--- config.mk ---
export PLATFORM = sky130hd
export DESIGN_NAME = counter_seq_arb
export DESIGN_NICKNAME = d
export VERILOG_FILES = /design/src/rtl/counter_seq_arb.sv
export SDC_FILE = /design/constraint.sdc
export NUM_CORES = 1
export LEC_CHECK = 0
export ABC_AREA = 1
export BUFFER_PORTS_ARGS = -buffer_cell sky130_fd_sc_hd__buf_2
export CORE_MARGIN = 2
export CORE_UTILIZATION = 50
export DETAILED_ROUTE_END_ITERATION = 7
export PLACE_DENSITY = 0.81
export SYNTH_ARGS = -nofsm -noshare
export SYNTH_HDL_FRONTEND = slang
export SYNTH_SLANG_ARGS = --single-unit
export TNS_END_PERCENT = 10
--- constraint.sdc ---
create_clock -name i_clk -period 2.1 [get_ports i_clk]
set_input_delay 0.105 -clock i_clk [delete_from_list [all_inputs] [get_ports i_clk]]
set_output_delay 0.105 -clock i_clk [all_outputs]
set_load 0.02 [all_outputs]
--- src/rtl/counter_seq_arb.sv ---
// ============================================================================
// Module   : counter_seq_arb
// Purpose  : Round-robin sharing of one loadable up/down counter among
//            NUM_REQ requesters; build with COUNTER_SEQ_ABORT_EN for abort.
// Revision : 1.0
// ============================================================================
`default_nettype none

module counter_seq_arb #(
  parameter int NUM_REQ = 4,
  parameter int WIDTH   = 4,
  parameter int STEP_W  = 8,
  localparam int ID_W   = $clog2(NUM_REQ)
) (
  input  logic                      i_clk,
  input  logic                      i_rst_n,
  input  logic [NUM_REQ-1:0]        i_req,
  input  logic [NUM_REQ*WIDTH-1:0]  i_req_val,
  input  logic [NUM_REQ-1:0]        i_req_mode,
  input  logic [NUM_REQ*STEP_W-1:0] i_req_steps,
`ifdef COUNTER_SEQ_ABORT_EN
  input  logic                      i_abort,
  output logic                      o_rsp_aborted,
`endif
  output logic [NUM_REQ-1:0]        o_gnt,
  output logic                      o_busy,
  output logic                      o_rsp_valid,
  output logic [ID_W-1:0]           o_rsp_id,
  output logic [WIDTH-1:0]          o_rsp_data,
  output logic [WIDTH-1:0]          o_cnt_data_in,
  output logic                      o_cnt_load,
  output logic                      o_cnt_mode,
  input  logic [WIDTH-1:0]          i_cnt_data_out
);

  typedef enum logic [1:0] {
    S_IDLE    = 2'd0,
    S_LOAD    = 2'd1,
    S_RUN     = 2'd2,
    S_CAPTURE = 2'd3
  } state_t;

  state_t              r_state;
  state_t              w_next;
  logic [ID_W-1:0]     r_ptr;
  logic [ID_W-1:0]     r_id;
  logic [WIDTH-1:0]    r_val;
  logic                r_mode;
  logic [STEP_W-1:0]   r_steps;
  logic                r_rsp_valid;
  logic [ID_W-1:0]     r_rsp_id;
  logic [WIDTH-1:0]    r_rsp_data;
  logic                w_found;
  logic [ID_W-1:0]     w_win;
  logic                w_abort;

`ifdef COUNTER_SEQ_ABORT_EN
  logic r_abort_hit;
  logic r_rsp_aborted;

  assign w_abort       = i_abort;
  assign o_rsp_aborted = r_rsp_aborted;

  always_ff @(posedge i_clk or negedge i_rst_n) begin
    if (!i_rst_n) begin
      r_abort_hit   <= 1'b0;
      r_rsp_aborted <= 1'b0;
    end else begin
      if (r_state == S_LOAD) r_abort_hit <= 1'b0;
      else if (r_state == S_RUN) r_abort_hit <= i_abort;
      if (r_state == S_CAPTURE) r_rsp_aborted <= r_abort_hit;
    end
  end
`else
  assign w_abort = 1'b0;
`endif

  // Search begins one past the last winner and wraps, giving round-robin order.
  always_comb begin
    w_found = 1'b0;
    w_win   = '0;
    for (int k = 1; k <= NUM_REQ; k++) begin
      if (!w_found && i_req[(int'(r_ptr) + k) % NUM_REQ]) begin
        w_found = 1'b1;
        w_win   = ID_W'((int'(r_ptr) + k) % NUM_REQ);
      end
    end
  end

  always_ff @(posedge i_clk or negedge i_rst_n) begin
    if (!i_rst_n) r_state <= S_IDLE;
    else          r_state <= w_next;
  end

  always_comb begin
    w_next = r_state;
    case (r_state)
      S_IDLE:    if (w_found) w_next = S_LOAD;
      S_LOAD:    w_next = (r_steps == '0) ? S_CAPTURE : S_RUN;
      S_RUN:     if (r_steps == STEP_W'(1) || w_abort) w_next = S_CAPTURE;
      S_CAPTURE: w_next = S_IDLE;
      default:   w_next = S_IDLE;
    endcase
  end

  always_ff @(posedge i_clk or negedge i_rst_n) begin
    if (!i_rst_n) begin
      r_ptr       <= ID_W'(NUM_REQ - 1);
      r_id        <= '0;
      r_val       <= '0;
      r_mode      <= 1'b0;
      r_steps     <= '0;
      r_rsp_valid <= 1'b0;
      r_rsp_id    <= '0;
      r_rsp_data  <= '0;
    end else begin
      r_rsp_valid <= 1'b0;
      case (r_state)
        S_IDLE: begin
          if (w_found) begin
            r_ptr   <= w_win;
            r_id    <= w_win;
            r_val   <= i_req_val[int'(w_win)*WIDTH +: WIDTH];
            r_mode  <= i_req_mode[w_win];
            r_steps <= i_req_steps[int'(w_win)*STEP_W +: STEP_W];
          end
        end
        S_RUN: r_steps <= r_steps - STEP_W'(1);
        S_CAPTURE: begin
          r_rsp_valid <= 1'b1;
          r_rsp_id    <= r_id;
          r_rsp_data  <= i_cnt_data_out;
        end
        default: ;
      endcase
    end
  end

  // All outputs decode from registered state only.
  always_comb begin
    o_gnt         = '0;
    o_cnt_load    = 1'b0;
    o_cnt_mode    = 1'b0;
    o_cnt_data_in = '0;
    case (r_state)
      S_LOAD: begin
        o_gnt[r_id]   = 1'b1;
        o_cnt_load    = 1'b1;
        o_cnt_mode    = r_mode;
        o_cnt_data_in = r_val;
      end
      S_RUN:   o_cnt_mode = r_mode;
      default: ;
    endcase
  end

  assign o_busy      = (r_state != S_IDLE);
  assign o_rsp_valid = r_rsp_valid;
  assign o_rsp_id    = r_rsp_id;
  assign o_rsp_data  = r_rsp_data;

endmodule

`default_nettype wire

==> flow_summary.ini, run 1 <==
[logic_synthesis]
synth-xor-area-share_pct = 1.20
synth-seq-cells = 26
syn_nets = 406
largest_family_of_logic_cells_by_synthesized_area = simple AND/OR/NAND/NOR gates
syn_inst = 337
async_flop_share_pct = 100
syn_area_um2 = 2200
yosys.area.top_type_share_pct = 27.3
post_synth_and_or_nand_nor_area_fraction_pct = 36.8
ys_warnings = 0
synth_compound_area_share_pct = 11.1
synth.area.mux_share_pct = 2.05
cell_types_occupying_the_most_area_after_synthesis = dfrtp_1, nand2_1, inv_1, nand3_1, ha_1
yosys.cell_count.top_type = nand2_1
most_instantiated_flip_flop_cell_in_the_synthesis_netlist = dfrtp_1
synth.yosys.seq_area_share_pct = 29.7
synthAdderAreaFrac_pct = 3.98
postSynthAreaPerCell_um2 = 6.52
synth_cell_type_count = 35
synth_top_cells_by_count = nand2_1, inv_1, nand3_1
count_of_flip_flops_with_a_built_in_enable_after_synthesis = 0
synth_area_leader_cell = dfrtp_1

[timing]
setup_viol_count_final = 6
setup_slack_ns = -0.0313
finalMaxSlewViolations = 0
rsz0062_at_grt = yes
min_period_over_period_pct = 101
fmax_mhz = 469
hold_viol_final = 0
relative_slew_slack_pct = 59.6
worst_pin_slew_ns = 0.606
finalClockSkew_ns = 0.00672
layout_min_cycle_time_ns = 2.13

[routing]
detailroute.via_count = 2414
drcViolationCount = 0
detail_route.iter0.violations = 118
drt.antenna.violating_nets = 0
wirelength_mm = 6.15
detailedRoute.firstPassIterationCount = 4
routed_wire_length_per_instance_um = 12.9
detail_route.vias_per_cell = 5.05

[clocking]
htree_num_levels = 1
cts-buffers-inserted = 3
clock_sinks = 26
clockRootBuffer = clkbuf_8
worst_setup_hold_path_clk_slew_ns = 0.10
clk_latency_ns = 0.28
cts_tree = built
number_of_buffers_between_clock_root_and_the_deepest_sink = 2

[placement]
placed_cells = 467
post-dp-hpwl_mm = 4.52
place.gp.congestion = 0.929
port-buffer-count = 79

[critical_path]
cpMaxStageDelayCell = dfstp_2
worstPathMaxFanout = 8
critical_path_required_ns = 2.27
critical_path_origin = r_ptr[0]$_DFFE_PN1P_
end_kind = flip-flop
reg2reg_from = r_ptr[0]$_DFFE_PN1P_
crit_type = flip-flop to flip-flop
critical_path.cell_chain = inv_6, nand2_1, nand2_2, nand2_2, nand2_4, inv_2, nand2_4, nor2_4, nand2_4, nand2_8, bufbuf_16, nand2_1, nand3_1, nand3_1, nand2_1, o21ai_1
critPathLaunchType = flip-flop
critical_path_arrival_ns = 2.30
cp_slowest_stage_delay_ns = 0.64

[die]
floorplan.die.width_um = 70.3
initial_utilization_pct = 51.2
core-area_um2 = 4290
num_io_pins = 80
die_height_um = 70.3
rows = 24
die-area_um2 = 4940

[grt]
global_route_wire_length_before_repair_mm = 10.2
grt_overflow_total = 0
antenna_found_initial = 0
grt_pass1_vias = 2353
grt_start_max_net_pins = 27
global_route_usage_sum_pct = 25.3

[pwr]
p_total_mw = 5.68
leakage_nw = 1.68
p_sw_mw = 2.90
sequential_share_of_power_pct = 17.7
sw_frac_of_total_pct = 51.1
p_per_area_nw_per_um2 = 1970
power_frac_comb_pct = 74.8
ir_worst_vdd_uv = 855
power.clock.fraction_pct = 7.5
power.internal_mw = 2.78

[min_path]
hold_start = i_cnt_data_out[3]
holdCritPathClass = primary input to flip-flop

[cells_and_area]
synthToLayoutAreaGrowth_pct = 31.5
final_nets = 496
non_filler_instance_count_after_layout = 478
multi_input_area_um2 = 1280
final_core_util_pct = 67.3
antenna_cells = 0
fillerInstances = 381
seqCellArea_um2 = 653
final_layout_size_suffix_gt1_share_pct = 32.4

[job]
cap_violations = 0

[status]
violated_checks = setup timing
outcome = finished with violations
==> cell type report <==
class / count / area share (%)
clock inverter: 1 / 1.04
multi-input combinational: 235 / 44.4
inverter: 65 / 8.70
clock buffer: 3 / 1.43
sequential: 26 / 22.6
timing repair buffer: 96 / 19.6
tap: 52 / 2.25
==> critical path: cells and delay by family, from the launching register on <==
kind            cells  cell delay, ns
simple gates       12            0.91
compound gates      1            0.05
flops               1            0.64
buf+inv             3            0.40
==> cells by family (layout without fill, tap and decap cells) <==
group / Yosys count / in the layout
and+or+nand+nor: 179 / 179
buffers and inverters: 76 / 165
AOI/OAI and AO/OA: 42 / 42
DFF: 26 / 26
adders and majority gates: 7 / 7
muxes: 4 / 4
xor gates and xnor gates: 3 / 3
==> power groups by stage <==
| stage | logic, mW | registers (mW) | clock network (mW) |
|---|---|---|---|
| after global placement | 3.58 | 0.997 | 0 |
| after CTS | 4.05 | 0.998 | 0.427 |
| after global routing | 4.71 | 1.04 | 0.453 |
| after floorplan | 2.77 | 1.02 | 0 |
| final | 4.25 | 1.01 | 0.428 |
| after detailed placement | 3.66 | 1.01 | 0 |
==> placed cells by master (no fill, tap or decap), types with 2 or more instances in the layout <==
cell | netlist | routed
nand2_1 | 102 | 93
buf_4 | 2 | 13
nor2_4 | 1 | 2
nand2_8 | 0 | 2
ha_1 | 7 | 7
o21ai_0 | 7 | 6
dfstp_2 | 2 | 2
mux2_2 | 4 | 4
nor3_1 | 5 | 5
o21ai_1 | 8 | 9
dfrtp_1 | 24 | 24
nand2_2 | 8 | 12
inv_2 | 1 | 3
nand2_4 | 3 | 6
buf_2 | 2 | 79
nand3b_1 | 5 | 5
nor2_1 | 13 | 13
xnor2_1 | 2 | 2
o211ai_1 | 5 | 5
clkbuf_8 | 0 | 3
inv_1 | 61 | 59
a21oi_2 | 4 | 4
a21oi_1 | 15 | 15
nand3_1 | 37 | 37
==> sequential cells by signal (all words and copies together) (netlist names) <==
register / flops
r_steps: 8
o_rsp_data: 4
r_val: 4
o_rsp_id: 2
r_id: 2
r_ptr: 2
r_state: 2
o_rsp_valid: 1
r_mode: 1
==> per-stage QoR <==
step           setup TNS [ns]  worst slack (ns)  hold slack [ns]  area (um^2)
6_report               -0.141           -0.0313           0.0523         2890
5_1_grt                 -1.61            -0.178           0.0503         2890
4_1_cts                     0          0.000570           0.0553         2840
3_5_place_dp                0           0.00666            0.148         2670
3_3_place_gp                0             0.116            0.143         2670
2_1_floorplan               0             0.219           -0.191         2200
==> routing by layer <==
metal	wire length [um]	part of all wire (%)	up-vias	track usage, %
met2	3020	49	108	45.2
met1	2520	41	1062	31.1
met4	140	2.3	0	8.12
met3	473	7.7	12	3.61
li1	-	-	1232	-
met5	0	0	-	0
==> path summary, 6_finish.rpt <==
| path | endpoint | slack [ns] | cells after the start |
|---|---|---|---|
| hold / removal | o_rsp_data[3]$_DFFE_PN0P_ | 0.05 | 2 |
| max in group asynchronous | r_steps[6]$_DFFE_PN0P_ | 1.32 | 2 |
| min in group asynchronous | o_rsp_data[3]$_DFFE_PN0P_ | 0.37 | 2 |
| setup / recovery | r_steps[0]$_DFFE_PN0P_ | -0.03 | 16 |
| setup reg to reg | r_steps[0]$_DFFE_PN0P_ | -0.03 | 16 |
| hold reg to reg | r_val[0]$_DFFE_PN0P_ | 0.50 | 2 |
==> what timing repair did <==
| item | CTS | global route |
|---|---|---|
| setup endpoints to repair | 3 | 15 |
| gates resized for setup | 7 | 14 |
| buffers inserted | 4 | 1 |
| pin swaps | 7 | 6 |
| cloned | 1 | 0 |
| hold buffers | 1 | 0 |
| endpoints found under the hold margin | 24 | 0 |
(Power assumes the default switching activity.)
==> run 2: changes to the inputs <==
Settings changed: MAX_ROUTING_LAYER from default to met4.
==> run 2 against run 1 <==
Against the previous run: the run still ends with setup timing left; critical path depth fell by 2; wire length is 0.11% lower; register-to-register slack worse by 0.02 ns; clock power is essentially flat; power is 0.11% higher; sequential share of layout area is the same; clock-buffer cell count unchanged; core utilization unchanged; non-clock buffer count is the same; first-iteration DRC count up 0.85%; largest power group unchanged.
==> flow_summary.ini, run 2 (same netlist as run 1, synthesis figures left out) <==
[critical_path]
reg2reg_slack_ns = -0.05
critical_path.cell_chain = inv_6, nand2_1, nand2_2, nand2_2, nand2_4, nor2_4, nand3_2, nand2_4, nand2_8, buf_12, o211ai_1, nand2_1, nand2_1, nand2_1
end_kind = flip-flop
crit_type = flip-flop to flip-flop
worst_r2r_endpoint = r_val[2]$_DFFE_PN0P_
crit_top_cell = nand2_1
critical_path_arrival_ns = 2.33
critPathLaunchType = flip-flop
cpMaxStageDelayCell = dfstp_2
ff2ff_path_depth = 14
cp_slowest_stage_delay_ns = 0.64
reg2reg_from = r_ptr[0]$_DFFE_PN1P_
worstPathMaxFanout = 8
critical_path_required_ns = 2.28

[pwr]
leakage_nw = 1.68
p_per_area_nw_per_um2 = 1970
ir_worst_vdd_uv = 857

[placement]
pre_cts_ws_ns = 0.00666
place.gp.congestion = 0.945
placed_cells = 467
detailed_place.area_um2 = 2670
post-dp-hpwl_mm = 4.52
port-buffer-count = 79

[status]
outcome = finished with violations
violated_checks = setup timing

[cells_and_area]
multi_input_area_um2 = 1280
layout_common_cells = nand2_1, buf_2, inv_1
synthToLayoutAreaGrowth_pct = 31.5
non_filler_instance_count_after_layout = 478
final_core_util_pct = 67.3
largest-register = r_steps
final_layout_size_suffix_gt1_share_pct = 32.4
seqCellArea_um2 = 653
fin_area_um2 = 2890
largest_reg_flops = 8
antenna_cells = 0
fillerInstances = 381
final_nets = 496
final_common_cell = nand2_1

[timing]
fin_worst_hold_slack_ns = 0.0521
finalClockSkew_ns = 0.00693
setup_viol_count_final = 6
finalMaxSlewViolations = 0
worst_pin_slew_ns = 0.599
layout_min_cycle_time_ns = 2.15
setup_slack_ns = -0.0503
relative_slew_slack_pct = 60.1
min_period_over_period_pct = 102
fmax_mhz = 465
rsz0062_at_grt = yes
hold_viol_final = 0

[clocking]
clock_sinks = 26
htree_num_levels = 1
clockRootBuffer = clkbuf_8
number_of_buffers_between_clock_root_and_the_deepest_sink = 2
cts-buffers-inserted = 3
worst_setup_hold_path_clk_slew_ns = 0.10
clk_latency_ns = 0.28
cts_tree = built

[die]
rows = 24
initial_utilization_pct = 51.2
floorplan.die.width_um = 70.3
num_io_pins = 80
die-area_um2 = 4940
die_height_um = 70.3
core-area_um2 = 4290

[routing]
detailedRoute.firstPassIterationCount = 4
drcViolationCount = 0
detail_route.iter0.violations = 119
drt.antenna.violating_nets = 0
detailroute.via_count = 2401
wirelength_mm = 6.15
detail_route.vias_per_cell = 5.02
routed_wire_length_per_instance_um = 12.9

[min_path]
hold_start = i_cnt_data_out[3]
timing.hold.worst_endpoint = o_rsp_data[3]$_DFFE_PN0P_
holdCritPathClass = primary input to flip-flop
hold_path_depth = 2

[grt]
grt_overflow_total = 0
grt_start_max_net_pins = 27
antenna_found_initial = 0
global_route_wire_length_before_repair_mm = 10.2
grt_pass1_vias = 2362
global_route_usage_sum_pct = 26.0

[job]
cap_violations = 0
run 2: per-layer routing:
metal  up-vias  routed length, um  global-route usage (%)
met5         -                  0                       -
met4         0                149                    8.12
met3        14                409                    3.32
met2        98               3030                    45.2
met1      1059               2560                    31.2
li1       1230                  -                       -
run 2: how the worst max path moves through the flow:
stage | start | endpoint | slack [ns] | cells after the start
after floorplan | r_ptr[1]$_DFFE_PN1P_ | r_steps[4]$_DFFE_PN0P_ | 0.22 | 17
after global placement | r_ptr[0]$_DFFE_PN1P_ | r_val[2]$_DFFE_PN0P_ | 0.12 | 14
after detailed placement | r_ptr[0]$_DFFE_PN1P_ | r_mode$_DFFE_PN0P_ | 0.007 | 16
after CTS | r_ptr[0]$_DFFE_PN1P_ | r_steps[1]$_DFFE_PN0P_ | 0.0006 | 16
after global routing | r_ptr[0]$_DFFE_PN1P_ | r_steps[0]$_DFFE_PN0P_ | -0.18 | 15
final | r_ptr[0]$_DFFE_PN1P_ | r_val[2]$_DFFE_PN0P_ | -0.05 | 14
run 2: area by class of cell:
type / count / area share (%)
multi-input combinational: 235 / 44.4
timing repair buffer: 96 / 19.6
sequential: 26 / 22.6
clock buffer: 3 / 1.43
tap: 52 / 2.25
inverter: 65 / 8.70
clock inverter: 1 / 1.04
run 2: through the flow:
| step | TNS (ns) | total power, mW |
|---|---|---|
| 5_1_grt | -1.63 | 6.21 |
| 6_report | -0.169 | 5.69 |
| 3_5_place_dp | 0 | 4.67 |
| 3_3_place_gp | 0 | 4.57 |
| 4_1_cts | 0 | 5.47 |
| 2_1_floorplan | 0 | 3.79 |
run 2: critical path, delay by kind of cell (launching register included):
| kind | cells | cell delay (ns) |
|---|---|---|
| simple gates | 11 | 0.98 |
| flops | 1 | 0.64 |
| compound gates | 1 | 0.23 |
| buf+inv | 2 | 0.21 |
run 2: where the power goes:
part           total [mW]  internal [mW]  switching [mW]  leakage, nW
combinational        4.25           1.74            2.51         1.34
clock               0.430          0.255           0.174       0.0357
sequential           1.01          0.789           0.220        0.307
run 2: repair_timing:
action	in CTS	in global routing
resized for setup	7	14
gates cloned	1	0
buffers inserted	4	1
hold endpoints to repair	24	0
setup endpoints to repair	3	15
hold buffers	1	0
pin swaps	7	6
